--- src/rtl/alu_arbiter.sv ---
// rtl/alu_arbiter.sv - round-robin arbiter sharing one combinational ALU between two requesters
module alu_arbiter #(
    parameter int EXEC_CYCLES = 1
) (
    input  logic       i_clk,
    input  logic       i_rst,
    input  logic       i_req0_valid,
    output logic       o_req0_ready,
    input  logic [3:0] i_req0_a,
    input  logic [3:0] i_req0_b,
    input  logic [3:0] i_req0_sel,
    input  logic       i_req1_valid,
    output logic       o_req1_ready,
    input  logic [3:0] i_req1_a,
    input  logic [3:0] i_req1_b,
    input  logic [3:0] i_req1_sel,
    output logic [3:0] o_alu_a,
    output logic [3:0] o_alu_b,
    output logic [3:0] o_alu_sel,
    input  logic [5:0] i_alu_y,
    output logic       o_resp_valid,
    input  logic       i_resp_ready,
    output logic [5:0] o_resp_y,
    output logic       o_resp_id,
    output logic       o_busy
);

    typedef enum logic [1:0] {
        S_IDLE = 2'd0,
        S_EXEC = 2'd1,
        S_RESP = 2'd2
    } state_t;

    // Counter reload value: EXEC_CYCLES cycles of settle time, counted down to zero.
    localparam logic [3:0] EXEC_LOAD = 4'(EXEC_CYCLES - 1);

    state_t     r_state;
    state_t     w_next_state;
    logic [3:0] r_cnt;
    logic [3:0] r_alu_a;
    logic [3:0] r_alu_b;
    logic [3:0] r_alu_sel;
    logic [5:0] r_resp_y;
    logic       r_resp_id;
    logic       r_last_grant;

    logic       w_idle;
    logic       w_grant;
    logic       w_xfer;
    logic [3:0] w_a;
    logic [3:0] w_b;
    logic [3:0] w_sel;

    // Round-robin pick: a lone requester always wins, contention goes to the one not served last.
    always_comb begin
        w_grant = 1'b0;
        if (i_req0_valid && i_req1_valid) begin
            w_grant = ~r_last_grant;
        end else if (i_req1_valid) begin
            w_grant = 1'b1;
        end
    end

    // Handshake only in IDLE and never while reset is asserted, so reset cannot race a transfer.
    always_comb begin
        w_idle       = (r_state == S_IDLE) && !i_rst;
        o_req0_ready = w_idle && i_req0_valid && !w_grant;
        o_req1_ready = w_idle && i_req1_valid && w_grant;
        w_xfer       = o_req0_ready || o_req1_ready;
        w_a          = w_grant ? i_req1_a   : i_req0_a;
        w_b          = w_grant ? i_req1_b   : i_req0_b;
        w_sel        = w_grant ? i_req1_sel : i_req0_sel;
    end

    // Next-state logic for the IDLE -> EXEC -> RESP operation cycle.
    always_comb begin
        w_next_state = r_state;
        case (r_state)
            S_IDLE:  if (w_xfer)        w_next_state = S_EXEC;
            S_EXEC:  if (r_cnt == 4'd0) w_next_state = S_RESP;
            S_RESP:  if (i_resp_ready)  w_next_state = S_IDLE;
            default:                    w_next_state = S_IDLE;
        endcase
    end

    // State register.
    always_ff @(posedge i_clk) begin
        if (i_rst) begin
            r_state <= S_IDLE;
        end else begin
            r_state <= w_next_state;
        end
    end

    // Operand capture on transfer, settle countdown, and result capture at the end of EXEC.
    always_ff @(posedge i_clk) begin
        if (i_rst) begin
            r_cnt        <= 4'd0;
            r_alu_a      <= 4'd0;
            r_alu_b      <= 4'd0;
            r_alu_sel    <= 4'd0;
            r_resp_y     <= 6'd0;
            r_resp_id    <= 1'b0;
            r_last_grant <= 1'b1;
        end else begin
            if (w_xfer) begin
                r_alu_a      <= w_a;
                r_alu_b      <= w_b;
                r_alu_sel    <= w_sel;
                r_resp_id    <= w_grant;
                r_last_grant <= w_grant;
                r_cnt        <= EXEC_LOAD;
            end else if (r_state == S_EXEC) begin
                if (r_cnt == 4'd0) begin
                    r_resp_y <= i_alu_y;
                end else begin
                    r_cnt <= r_cnt - 4'd1;
                end
            end
        end
    end

    assign o_alu_a      = r_alu_a;
    assign o_alu_b      = r_alu_b;
    assign o_alu_sel    = r_alu_sel;
    assign o_resp_y     = r_resp_y;
    assign o_resp_id    = r_resp_id;
    assign o_resp_valid = (r_state == S_RESP);
    assign o_busy       = (r_state != S_IDLE);

endmodule
--- config.mk ---
export PLATFORM = sky130hd
export DESIGN_NAME = alu_arbiter
export DESIGN_NICKNAME = d
export VERILOG_FILES = /design/src/rtl/alu_arbiter.sv
export SDC_FILE = /design/constraint.sdc
export NUM_CORES = 1
export LEC_CHECK = 0
export ABC_AREA = 0
export CAP_MARGIN = 20
export CORE_ASPECT_RATIO = 1.5
export CORE_UTILIZATION = 40
export CTS_BUF_LIST = sky130_fd_sc_hd__clkbuf_8 sky130_fd_sc_hd__clkbuf_16
export DETAILED_ROUTE_END_ITERATION = 6
export PLACE_DENSITY = 0.79
export SLEW_MARGIN = 20
export SYNTH_ARGS = -nofsm -noshare
export SYNTH_HDL_FRONTEND = slang
export SYNTH_SLANG_ARGS = --single-unit
--- constraint.sdc ---
create_clock -name i_clk -period 1.7 [get_ports i_clk]
set_clock_uncertainty 0.05 [all_clocks]
set_input_delay 0.34 -clock i_clk [delete_from_list [all_inputs] [get_ports i_clk]]
set_output_delay 0.34 -clock i_clk [all_outputs]
set_load 0.01 [all_outputs]
==> run metrics <==
status completed; Hold WS 0.428 ns; Period minus WS final 1.63 ns; CTS tree built; Residual DRC 0; placed inst area 1860 um^2; Leak 0.776 nW; DRT Pass-1 Iters 6; Max Buffers Root-to-Sink 2; wire per inst 14.2 um; largest net degree at the start of global routing 24; final-report max-slew violation count 0; Ys Warns 0; Worst Setup Path Type reg2out; vias in the first global route 1,284; worst-margin pin slew 0.284 ns; Diodes inserted 0; Max VDD drop 620 uV; core area 2760 um^2; ratio of routed vias to standard cells 5.31; Req. time, crit path 1.31 ns; worst-skew pair later-pin latency 0.27 ns; share of cells above drive strength 1 0.166; fin area 1980 um^2; clock root buffer clkbuf_8; Inst Count DP 229; initial drt markers 31; Hold Path Depth 2; Hold Crit Class reg2reg; Tcrit/Tclk final 0.960; num rows 23; Via Count 1,253; crit path max fanout 3; Final HPWL DP 2.44 mm; port bufs 57; Die Ht 68.9 um; Area Overhead vs Synth 65.5%; Pwr per Cell Area 825 nW/um^2; GRT overflow 0; sequential area share after synthesis 0.436; Fmax 0.613 GHz; GRT Util Overall 0.233; global-route wire length before repair 5.46 mm; Max Cap Violations 0; fin nets 236; syn_area_per_cell 9.12 um^2; clock-pin slew on the worst setup and hold paths 0.09 ns; post-synth cell types 29; Max transition margin 0.810; Yosys reg bits 26; Synth Cell Area 1190 um^2; IO Pins 58; Sink Count 26; final std cells w/o fill 236; Final Hold Fails 0; RSZ-0062 raised after global routing true; startpoint types flip-flop; initial antenna violation count 0; CP Data Arrival Time 1.24 ns; overall routed net length 3.36 mm; Die X 46.6 um; Initial Utilization 0.433; Syn Inst Count 131; Net Count, Synth 167; htree depth 1; final setup vio count 0; r2r worst-path depth 6; Post-DRT Antenna Nets 0; worst setup margin 0.0682 ns; gpl congestion 0.839; Setup Slack @ Placement -0.416 ns; die area 3210 um^2; TritonCTS buffer count 3; Setup crit end kind primary output
-- per-layer routing --
metal  GRT usage  part of all wire  vias up
li1            -                 -      614
met2       0.406              0.51       59
met4       0.114             0.023        0
met3      0.0417             0.061        9
met1       0.263              0.40      571
met5           0                 0        -
-- cells in the mapped netlist --
master	number	area [um^2]
a211oi_1	12	90.1
a21boi_4	1	18.8
a21o_1	1	7.51
a21oi_1	22	110
a221o_1	1	10.0
a22oi_1	2	15.0
a311oi_1	1	8.76
and2_1	2	12.5
buf_2	3	15.0
buf_4	1	7.51
buf_6	1	11.3
clkbuf_1	5	18.8
dfxtp_1	26	521
ha_1	1	12.5
inv_1	5	18.8
mux2i_1	12	120
nand2_1	1	3.75
nand2b_1	1	6.26
nand3_1	7	35.0
nor2_1	4	15.0
nor2b_1	3	18.8
nor3_1	1	5.00
nor3_2	1	10.0
nor3b_1	1	7.51
o21ai_0	9	45.0
or2_1	2	12.5
or3_1	1	6.26
or3b_1	2	17.5
or4_1	2	15.0
-- stage by stage --
step           total power [W]  TNS [ns]   util
2_1_floorplan         0.000882         0      -
3_3_place_gp           0.00111     -4.76  0.675
3_5_place_dp           0.00112     -5.43  0.675
4_1_cts                0.00164         0  0.709
5_1_grt                0.00171  -0.00982  0.716
6_report               0.00163         0  0.716
-- cell families (layout without fill, tap and decap cells) --
logic type,after synthesis,after routing,share of synthesized area
AO/OA/AOI/OAI,49,49,0.256
adder cells (fa/ha/maj),1,1,0.0105
buffers and inverters,15,83,0.0597
flip-flops,26,26,0.436
multiplexers,12,12,0.101
AND/OR/NAND/NOR,28,28,0.138
-- state kept, by name, summed over array words and instances, names as in the netlist --
signal,cells
o_alu_a,4
o_alu_b,4
o_alu_sel,4
o_resp_id,1
o_resp_y,6
r_cnt,4
r_last_grant,1
r_state,2
-- path summary, 6_finish.rpt --
path,from,endpoint,slack (ns)
worst max-delay path,r_state[1]$_SDFFE_PP0P_,o_req0_ready,0.07
worst min-delay path,o_resp_y[5]$_SDFFE_PP0P_,o_resp_y[5]$_SDFFE_PP0P_,0.43
worst min register to register,o_resp_y[5]$_SDFFE_PP0P_,o_resp_y[5]$_SDFFE_PP0P_,0.43
worst max register to register,r_state[1]$_SDFFE_PP0P_,o_alu_sel[1]$_SDFFE_PP0P_,0.08
-- area by class of cell --
cell class / instances / area, um^2
inverters: 5 / 18.8
multi-input cells: 90 / 623
clock buffers: 3 / 41.3
repair buffers: 74 / 692
fillers: 228 / 785
well taps: 37 / 46.3
flip-flops and latches: 26 / 527
clock inverters: 1 / 30.0
-- worst max-delay path, cell delays in order (launching register included) --
cell,delay (ns)
dfxtp_4,0.36
nor3_4,0.21
buf_4,0.15
nand2_2,0.04
nor2_1,0.08
buf_2,0.13
-- report_power, final --
part	internal, W	total, W	switching (W)
Clock	0.000315	0.000508	0.000193
Sequential	0.000658	0.000689	0.0000306
Combinational	0.000254	0.000436	0.000182
Total	0.00123	0.00163	0.000406
-- cells in the final DEF (no fill, tap or decap), types with 3 or more instances in the layout --
master and instances:
nor2b_1 3, clkdlybuf4s50_1 50, dfxtp_1 23, mux2i_1 12, buf_4 17, dlygate4sd2_1 4, inv_1 5, a211oi_1 12
nor2_1 4, clkbuf_8 3, nand3_1 7, a21oi_1 22, o21ai_0 9
-- repair_timing --
item	4_1_cts	5_1_grt
gates resized for setup	15	9
endpoints found under the setup margin	16	23
setup buffers	4	0
hold buffers	0	0
pin swaps	1	1
No activity file was read; power rests on OpenSTA's default activity.
